File: src/rtl/branch_hazard_unit.sv
// branch_hazard_unit: ID-stage hazard detection and stall/flush control for a
// five-stage MIPS pipeline. Inserts the stalls that the branch forwarding
// unit relies on and flushes IF/ID for taken branches and jumps.
//
// Optional statistics counters are enabled by defining BRANCH_HAZARD_STATS_EN.
module branch_hazard_unit #(
    parameter int LOAD_BRANCH_STALLS = 2,
    parameter int ALU_BRANCH_STALLS  = 1,
    parameter int LOAD_USE_STALLS    = 1,
    parameter int STAT_WIDTH         = 16
) (
    input  logic                  clk,
    input  logic                  rst_n,
    input  logic [1:0]            Branch,
    input  logic                  Jump,
    input  logic                  BranchTaken,
    input  logic [4:0]            IF_ID_RegisterRs,
    input  logic [4:0]            IF_ID_RegisterRt,
    input  logic                  ID_EX_RegWrite,
    input  logic                  ID_EX_MemRead,
    input  logic [4:0]            ID_EX_RegisterRd,
    input  logic                  EX_MEM_MemRead,
    input  logic [4:0]            EX_MEM_RegisterRd,
`ifdef BRANCH_HAZARD_STATS_EN
    output logic [STAT_WIDTH-1:0] StallCycles,
    output logic [STAT_WIDTH-1:0] FlushCount,
    output logic [STAT_WIDTH-1:0] HazardEvents,
`endif
    output logic                  PCWrite,
    output logic                  IF_ID_Write,
    output logic                  ID_EX_Bubble,
    output logic                  IF_ID_Flush,
    output logic                  Stalling
);

    // The matchMEM case always needs exactly one stall, so 1 is a floor.
    localparam int MAX_AB = (LOAD_BRANCH_STALLS > ALU_BRANCH_STALLS) ?
                            LOAD_BRANCH_STALLS : ALU_BRANCH_STALLS;
    localparam int MAX_LU = (MAX_AB > LOAD_USE_STALLS) ? MAX_AB : LOAD_USE_STALLS;
    localparam int MAX_STALLS = (MAX_LU > 1) ? MAX_LU : 1;
    localparam int CNT_W = $clog2(MAX_STALLS + 1);

    typedef enum logic {
        ST_RUN  = 1'b0,
        ST_HOLD = 1'b1
    } state_t;

    state_t             state_q, state_d;
    logic [CNT_W-1:0]   cnt_q, cnt_d;
    logic [CNT_W-1:0]   need_n;
    logic               is_branch;
    logic               match_ex;
    logic               match_mem;

    // Operand matches against EX and MEM producers; $0 never matches.
    always_comb begin
        is_branch = (Branch != 2'b00);
        match_ex  = ID_EX_RegWrite && (ID_EX_RegisterRd != 5'd0) &&
                    ((ID_EX_RegisterRd == IF_ID_RegisterRs) ||
                     (ID_EX_RegisterRd == IF_ID_RegisterRt));
        match_mem = EX_MEM_MemRead && (EX_MEM_RegisterRd != 5'd0) &&
                    ((EX_MEM_RegisterRd == IF_ID_RegisterRs) ||
                     (EX_MEM_RegisterRd == IF_ID_RegisterRt));
    end

    // Required stall length for the instruction currently in ID.
    always_comb begin
        need_n = '0;
        if (is_branch && match_ex && ID_EX_MemRead) begin
            need_n = CNT_W'(LOAD_BRANCH_STALLS);
        end else if (is_branch && match_ex) begin
            need_n = CNT_W'(ALU_BRANCH_STALLS);
        end else if (is_branch && match_mem) begin
            need_n = CNT_W'(1);
        end else if (!is_branch && match_ex && ID_EX_MemRead) begin
            need_n = CNT_W'(LOAD_USE_STALLS);
        end
    end

    // Next-state and pipeline control; stall overrides flush, reset overrides all.
    always_comb begin
        state_d      = state_q;
        cnt_d        = cnt_q;
        PCWrite      = 1'b1;
        IF_ID_Write  = 1'b1;
        ID_EX_Bubble = 1'b0;
        IF_ID_Flush  = 1'b0;
        Stalling     = 1'b0;
        case (state_q)
            ST_RUN: begin
                if (need_n != '0) begin
                    PCWrite      = 1'b0;
                    IF_ID_Write  = 1'b0;
                    ID_EX_Bubble = 1'b1;
                    Stalling     = 1'b1;
                    if (need_n > CNT_W'(1)) begin
                        state_d = ST_HOLD;
                        cnt_d   = need_n - CNT_W'(1);
                    end
                end else begin
                    IF_ID_Flush = (is_branch && BranchTaken) || Jump;
                end
            end
            ST_HOLD: begin
                PCWrite      = 1'b0;
                IF_ID_Write  = 1'b0;
                ID_EX_Bubble = 1'b1;
                Stalling     = 1'b1;
                cnt_d        = cnt_q - CNT_W'(1);
                if (cnt_q == CNT_W'(1)) begin
                    state_d = ST_RUN;
                    cnt_d   = '0;
                end
            end
            default: begin
                state_d = ST_RUN;
                cnt_d   = '0;
            end
        endcase
        if (!rst_n) begin
            PCWrite      = 1'b0;
            IF_ID_Write  = 1'b0;
            ID_EX_Bubble = 1'b1;
            IF_ID_Flush  = 1'b0;
            Stalling     = 1'b0;
        end
    end

    // State and remaining-stall counter.
    always_ff @(posedge clk or negedge rst_n) begin
        if (!rst_n) begin
            state_q <= ST_RUN;
            cnt_q   <= '0;
        end else begin
            state_q <= state_d;
            cnt_q   <= cnt_d;
        end
    end

`ifdef BRANCH_HAZARD_STATS_EN
    logic [STAT_WIDTH-1:0] stall_cycles_q, stall_cycles_d;
    logic [STAT_WIDTH-1:0] flush_count_q, flush_count_d;
    logic [STAT_WIDTH-1:0] hazard_events_q, hazard_events_d;
    logic                  hazard_event;

    // Saturating event counters.
    always_comb begin
        hazard_event    = (state_q == ST_RUN) && (need_n != '0);
        stall_cycles_d  = stall_cycles_q;
        flush_count_d   = flush_count_q;
        hazard_events_d = hazard_events_q;
        if (Stalling && (stall_cycles_q != '1)) begin
            stall_cycles_d = stall_cycles_q + 1'b1;
        end
        if (IF_ID_Flush && (flush_count_q != '1)) begin
            flush_count_d = flush_count_q + 1'b1;
        end
        if (hazard_event && (hazard_events_q != '1)) begin
            hazard_events_d = hazard_events_q + 1'b1;
        end
    end

    // Counter registers.
    always_ff @(posedge clk or negedge rst_n) begin
        if (!rst_n) begin
            stall_cycles_q  <= '0;
            flush_count_q   <= '0;
            hazard_events_q <= '0;
        end else begin
            stall_cycles_q  <= stall_cycles_d;
            flush_count_q   <= flush_count_d;
            hazard_events_q <= hazard_events_d;
        end
    end

    assign StallCycles  = stall_cycles_q;
    assign FlushCount   = flush_count_q;
    assign HazardEvents = hazard_events_q;
`endif

endmodule
File: config.mk
export PLATFORM = sky130hd
export DESIGN_NAME = branch_hazard_unit
export DESIGN_NICKNAME = d
export VERILOG_FILES = /design/src/rtl/branch_hazard_unit.sv
export SDC_FILE = /design/constraint.sdc
export NUM_CORES = 1
export LEC_CHECK = 0
export ABC_AREA = 1
export CORE_AREA = 2 2 42 44
export CTS_BUF_LIST = sky130_fd_sc_hd__clkbuf_16
export CTS_CLUSTER_SIZE = 20
export DETAILED_ROUTE_END_ITERATION = 10
export DIE_AREA = 0 0 44 46
export PLACE_DENSITY_LB_ADDON = 0.3
export SLEW_MARGIN = 25
export SYNTH_ARGS = -nofsm -noshare
export SYNTH_HDL_FRONTEND = slang
export SYNTH_SLANG_ARGS = --single-unit
File: constraint.sdc
create_clock -name clk -period 4 [get_ports clk]
set_clock_uncertainty 0.15 [all_clocks]
set_input_delay 0.8 -clock clk [delete_from_list [all_inputs] [get_ports clk]]
set_output_delay 0.8 -clock clk [all_outputs]
set_load 0.01 [all_outputs]
Word level (Yosys, flattened, before mapping)

Index checks and enable logic that the tools add are counted.

Register bits: 3
Latch bits: 0
Bits in writable memories: 0
Bits in read-only memories: 0
Bits of input ports: 29
Output and inout port bits: 5
Memories kept: 0

$add $sub $neg: 2
Multiply operators: 0
Divide/modulo/power cells: 0
Magnitude comparators: 1
Equal/unequal tests: 7
Shift-type cells: 0
Multiplexer cells: 22
Bitwise gates (word level): 1
Reduce and logical (&&, ||, !) cells: 19

Operator list:

| kind                                                                  | count |
|---|---|
| 5-bit equality test                                                   | 4 |
| 1-bit 2-to-1 mux                                                      | 14 |
| 1-bit logical AND                                                     | 10 |
| 5-bit nonzero test                                                    | 2 |
| 2-bit 2-to-1 mux                                                      | 4 |
| 1-bit one-hot mux with 2 select lines                                 | 3 |
| 2-bit != test, second input constant                                  | 2 |
| 2-bit one-hot mux with 2 select lines                                 | 1 |
| 2-bit nonzero test                                                    | 2 |
| 2-bit by 1-bit subtractor with 2-bit output, second input constant    | 2 |
| 1-bit logical OR                                                      | 3 |
| 2-bit by 1-bit equality test with 1-bit output, second input constant | 1 |
| 2-bit by 1-bit > comparator with 1-bit output, second input constant  | 1 |
| 2-bit AND reduction                                                   | 1 |
| 1-bit logical NOT                                                     | 1 |
| 1-bit NOT                                                             | 1 |

Longest topological paths before layout

Depth after elaboration: 13
Mapped depth: 16

Worst setup path after synthesis

No wires, ideal clock.

Path type: input to output
Start: input port IF_ID_RegisterRt[0]
End: output port IF_ID_Flush
Arrival: 2.321 ns
Required time: 3.050 ns
Slack: 0.729 ns
Stages on the path: 16
Path buffers: 0
Path through: nand2_1 clkinv_1 nor2_1 nor2_1 nand3_1 nand2_2 nand2_1 nand2_1 nand2_1 nand2_1 nand2_1 ha_1 inv_1 nor3_1 inv_1 nor2_1

Cells in the longest elaborated chain, start to end: 13
Elaborated cells on any way between the ends: 19

RTL lines:

| element                        | line | text |
|---|---|---|
| start, declared                | 18   | `input logic [4:0] IF_ID_RegisterRt,` |
| 5-bit equality test            | 60   | `(ID_EX_RegisterRd == IF_ID_RegisterRt));` |
| 1-bit logical OR               | 59   | `((ID_EX_RegisterRd == IF_ID_RegisterRs) \|\|` |
| 1-bit logical AND              | 58   | `match_ex = ID_EX_RegWrite && (ID_EX_RegisterRd != 5'd0) &&` |
| 1-bit logical AND (2 in a row) | 75   | `end else if (!is_branch && match_ex && ID_EX_MemRead) begin` |
| 1-bit 2-to-1 mux               | 75   |  |
| 1-bit 2-to-1 mux               | 73   | `end else if (is_branch && match_mem) begin` |
| 1-bit 2-to-1 mux               | 71   | `end else if (is_branch && match_ex) begin` |
| 2-bit 2-to-1 mux (*)           | 69   | `if (is_branch && match_ex && ID_EX_MemRead) begin` |
| 2-bit nonzero test (*)         | 91   | `if (need_n != '0) begin` |
| 1-bit 2-to-1 mux (*)           | 91   |  |
| 1-bit 2-to-1 mux (*)           | 89   | `case (state_q)` |
| 1-bit 2-to-1 mux (*)           | 120  | `if (!rst_n) begin` |
| end, declared                  | 32   | `output logic IF_ID_Flush,` |

Mark *: on every way between the ends. The rest lies on a longest branch, timed or not.

Worst setup path after layout

Start: input port IF_ID_RegisterRs[4]
End: output port IF_ID_Write

Cells in the longest elaborated chain, start to end: 13
Elaborated cells on any way between the ends: 19

RTL lines:

| element                                   | line | text |
|---|---|---|
| start, declared                           | 17   | `input logic [4:0] IF_ID_RegisterRs,` |
| 5-bit equality test                       | 59   |  |
| 1-bit logical OR                          | 59   |  |
| 1-bit logical AND                         | 58   |  |
| 1-bit logical AND (2 in a row)            | 75   |  |
| 1-bit 2-to-1 mux                          | 75   |  |
| 1-bit 2-to-1 mux                          | 73   |  |
| 1-bit 2-to-1 mux                          | 71   |  |
| 2-bit 2-to-1 mux (*)                      | 69   |  |
| 2-bit nonzero test (*)                    | 91   |  |
| 1-bit 2-to-1 mux (*)                      | 91   |  |
| 1-bit one-hot mux with 2 select lines (*) | 89   |  |
| 1-bit 2-to-1 mux (*)                      | 120  |  |
| end, declared                             | 30   | `output logic IF_ID_Write,` |

Marks and branches as above.

==> out/summary.log <==
qor: worst_setup_path.reg2reg_depth 5
qor: worst_setup_path.worst_path_most_repeated_cell sky130_fd_sc_hd__nand2_1
qor: die.floorplan.die.height 46 um
qor: clock_tree.htree_levels 1
qor: die.die_outline_width 44 um
qor: min_path.worstHoldEndpoint cnt_q[1]$_DFFE_PN0P_
qor: synth.synth_fp_nets 143
qor: clock_tree.cts_buffers 3
qor: min_path.hold_path_class flip-flop to flip-flop
qor: sta.maxClockFrequency 263 MHz
qor: worst_setup_path.path_delay_family buffers and inverters
qor: run.max_cap_viol_count 0
qor: synth.postSynthRegisterBits 3
qor: power.internal_power 243 uW
qor: synth.synth_warnings 0
qor: finish.num_antenna_cells 0
qor: clock_tree.clock_latency 220 ps
qor: finish.final_cell_count_no_fill 171
qor: grt.globalRouteOverflowTotal 0
qor: synth.post_syn_area_per_cell 5.42 um^2
qor: placement.global_placer_s_final_weighted_congestion 0.760
qor: grt.number_of_global_route_vias_before_repair 705
qor: placement.dp.final_hpwl 1320 um
qor: grt.maximum_number_of_pins_on_one_net_before_global_route_repair 7
qor: grt.first_pass_grt_wire_length 2590 um
qor: power.clkPwrFrac 0.453
qor: worst_setup_path.cpMaxStageDelayCell sky130_fd_sc_hd__clkdlybuf4s50_1
qor: power.powerDensity 312 nW/um^2
qor: die.effective_utilization_at_floorplan 0.376
qor: min_path.timing.hold.worst.start cnt_q[1]$_DFFE_PN0P_
qor: route.wirelength 1560 um
qor: worst_setup_path.cpPeakStageDelay 520 ps
qor: power.net_switching_power_of_the_design 96.4 uW
qor: power.seq_power_share 0.154
qor: sta.tns 0 ps
qor: worst_setup_path.criticalPathCategory input pin to primary output
qor: worst_setup_path.r2r_setup_slack 2790 ps
qor: sta.slew_at_the_pin_closest_to_its_max_slew_limit 241 ps
qor: status.result_of_the_run finished clean
qor: finish.final_core_util 0.674
qor: sta.timing.final.hold_violations 0
qor: placement.buffer_ports.inserted 33
qor: synth.synthesis.area 607 um^2
qor: worst_setup_path.rr_startpoint cnt_q[0]$_DFFE_PN0P_
qor: sta.setup_violations 0
qor: power.comb_power_share 0.394
qor: worst_setup_path.worstReg2RegEnd cnt_q[1]$_DFFE_PN0P_
qor: worst_setup_path.critPathArrivalTime 2850 ps
qor: route.ant_nets 0
qor: synth.post_synth_inst_count 112
qor: synth.seq_area_frac_synth 0.124
qor: sta.post-route-period-util 0.950
qor: die.io_pins 34
qor: clock_tree.cts_sink_cnt 3
qor: grt.globalRouteTotalUtil 0.171
qor: finish.fill_cells 149
qor: finish.synthToLayoutAreaGrowth 79.4%
qor: route.vias_per_cell 4.35
qor: finish.layout-drive-gt1-share 0.123
qor: die.floorplan.die_area 2020 um^2
qor: power.worst_ir_drop_vdd 366 uV
qor: worst_setup_path.type_of_element_launching_the_critical_path input pin
qor: worst_setup_path.crit_path_end_kind primary output
qor: sta.slew_headroom 0.840
qor: clock_tree.clk_path_buf_depth 2
qor: sta.rsz0062_at_grt no
qor: clock_tree.path_clk_slew 30 ps
qor: min_path.worst_hold_path.num_cells 2
qor: clock_tree.cts_tree yes
qor: route.route.detailed.drc 0
qor: sta.final-max-slew-violation-count 0
qor: placement.dpl_cell_area 981 um^2
qor: worst_setup_path.crit_path_max_fanout 3
qor: power.p_leak 0.000630 uW
qor: finish.total_number_of_nets_in_the_final_design 186
qor: worst_setup_path.cp_num_buf_inv 5
qor: route.dr_total_vias 744
qor: finish.final_standard_cell_area_without_fillers 1090 um^2
qor: die.core 1610 um^2
qor: power.switching_share 0.284
qor: sta.layout_min_cycle_time 3800 ps
qor: route.first_pass_drt_iterations 3
qor: worst_setup_path.worst_ep_required_time 3050 ps
qor: grt.antenna_found_initial 0
qor: route.routedWlPerCell 9.15 um
qor: worst_setup_path.timing.critical_path.cells clkdlybuf4s50_1 -> inv_1 -> nand2_1 -> nand2_1 -> nor2_1 -> nand3_1 -> nand2_2 -> nand2_1 -> nand2_1 -> nand2_1 -> nand2_1 -> nand2_1 -> ha_1 -> inv_1 -> nor3_4 -> buf_4 -> dlygate4sd2_1
qor: route.dr.first_iter.drc_count 10
qor: die.placementRows 15
qor: placement.dp_cells 165
qor: clock_tree.cts.root.buffer_cell sky130_fd_sc_hd__clkbuf_16
qor: synth.synth_cell_types 20
tightest hold or removal path: cells and delay by family, from the launching register on:
family	cells	cell delay, ps
AND/OR/NAND/NOR	2	150
flip-flops	1	330
power by group through the flow:
stage / Sequential (uW) / Combinational [uW] / Clock, uW
5_1_grt: 54.0 / 152 / 159
3_3_place_gp: 51.3 / 129 / 0
4_1_cts: 51.5 / 136 / 156
2_1_floorplan: 50.2 / 70.0 / 0
3_5_place_dp: 51.7 / 132 / 0
6_report: 52.2 / 134 / 154
final cells by class:
cell class                 instances  area (um^2)  share of cell area
clock buffer                       3         75.1              0.0690
clock inverter                     1         3.75             0.00345
timing repair buffer              39          378               0.347
inverter                          24         90.1              0.0828
tap                               17         21.3              0.0195
sequential                         3         75.1              0.0690
multi-input combinational         84          445               0.409
how the worst max path moves through the flow:
stage	from	to	slack, ps	cells after the start
6_report	IF_ID_RegisterRs[4]	IF_ID_Write	200	17
5_1_grt	EX_MEM_RegisterRd[2]	PCWrite	10	15
3_5_place_dp	IF_ID_RegisterRs[4]	IF_ID_Flush	-150	15
4_1_cts	IF_ID_RegisterRs[4]	ID_EX_Bubble	20	17
3_3_place_gp	ID_EX_RegisterRd[4]	IF_ID_Flush	-60	15
2_1_floorplan	IF_ID_RegisterRt[0]	IF_ID_Flush	730	16
synth_stat cells:
cell type	instances	area, um^2
sky130_fd_sc_hd__nand2_2	1	6.26
sky130_fd_sc_hd__buf_4	1	7.51
sky130_fd_sc_hd__xor2_1	6	52.6
sky130_fd_sc_hd__o21ai_1	1	5.00
sky130_fd_sc_hd__nor3_1	1	5.00
sky130_fd_sc_hd__mux2i_1	1	10.0
sky130_fd_sc_hd__inv_1	18	67.6
sky130_fd_sc_hd__nand4_4	1	21.3
sky130_fd_sc_hd__ha_1	2	25.0
sky130_fd_sc_hd__a21oi_1	3	15.0
sky130_fd_sc_hd__clkinv_1	1	3.75
sky130_fd_sc_hd__or2_2	1	6.26
sky130_fd_sc_hd__o31ai_1	1	7.51
sky130_fd_sc_hd__xnor2_1	4	35.0
sky130_fd_sc_hd__o21ai_0	2	10.0
sky130_fd_sc_hd__nand3_1	8	40.0
sky130_fd_sc_hd__inv_2	5	18.8
sky130_fd_sc_hd__dfrtp_1	3	75.1
sky130_fd_sc_hd__nor2_1	11	41.3
sky130_fd_sc_hd__nand2_1	41	154
repair_timing:
item | CTS | global route
hold buffers | 0 | 0
endpoints found under the hold margin | 0 | 0
pin swaps | 1 | 0
buffers inserted | 2 | 0
setup endpoints to repair | 3 | 5
gates resized for setup | 4 | 7
logic make-up (layout without fill, tap and decap cells):
family                     count (synthesis)  after routing  share of synthesized area
buffers and inverters                     25             67                      0.161
DFF                                        3              3                      0.124
muxes                                      1              1                     0.0165
xor gates and xnor gates                  10             10                      0.144
adders and majority gates                  2              2                     0.0412
AOI/OAI and AO/OA                          7              7                     0.0618
and+or+nand+nor                           64             64                      0.452
cells in the final DEF (no fill, tap or decap):
cell | netlist | layout
sky130_fd_sc_hd__nand2_1 | 41 | 41
sky130_fd_sc_hd__clkdlybuf4s50_1 | 0 | 26
sky130_fd_sc_hd__nand4_4 | 1 | 1
sky130_fd_sc_hd__nand3_1 | 8 | 8
sky130_fd_sc_hd__dfrtp_1 | 3 | 3
sky130_fd_sc_hd__or2_2 | 1 | 1
sky130_fd_sc_hd__nor3_4 | 0 | 1
sky130_fd_sc_hd__a21oi_1 | 3 | 3
sky130_fd_sc_hd__xnor2_1 | 4 | 4
sky130_fd_sc_hd__clkinv_1 | 1 | 1
sky130_fd_sc_hd__clkbuf_2 | 0 | 1
sky130_fd_sc_hd__nand2_2 | 1 | 1
sky130_fd_sc_hd__mux2i_1 | 1 | 1
sky130_fd_sc_hd__o21ai_0 | 2 | 2
sky130_fd_sc_hd__ha_1 | 2 | 2
sky130_fd_sc_hd__dlygate4sd2_1 | 0 | 2
sky130_fd_sc_hd__o21ai_1 | 1 | 1
sky130_fd_sc_hd__buf_4 | 1 | 6
sky130_fd_sc_hd__inv_1 | 18 | 19
sky130_fd_sc_hd__xor2_1 | 6 | 6
sky130_fd_sc_hd__inv_2 | 5 | 5
sky130_fd_sc_hd__clkbuf_16 | 0 | 3
sky130_fd_sc_hd__nor2_1 | 11 | 11
sky130_fd_sc_hd__o31ai_1 | 1 | 1
sky130_fd_sc_hd__dlymetal6s2s_1 | 0 | 4
through the flow:
step                      worst slack (ps)  hold slack (ps)  total power, uW
after CTS                             23.6              375              343
after global placement               -57.7              349              180
after floorplan                        729              326              120
after global routing                  10.6              419              365
after detailed placement              -152              347              183
final                                  198              366              340
layer usage:
layer	GRT usage	vias to the layer above	wire length [um]
met2	0.315	10	845
met3	0.0357	0	46
li1	-	421	-
met4	0.0545	0	0
met1	0.195	313	672
met5	0	-	0
registers in the layout, summed over array words and instances (netlist names):
| signal | count |
|---|---|
| state_q | 1 |
| cnt_q | 2 |
(Power assumes the default switching activity.)
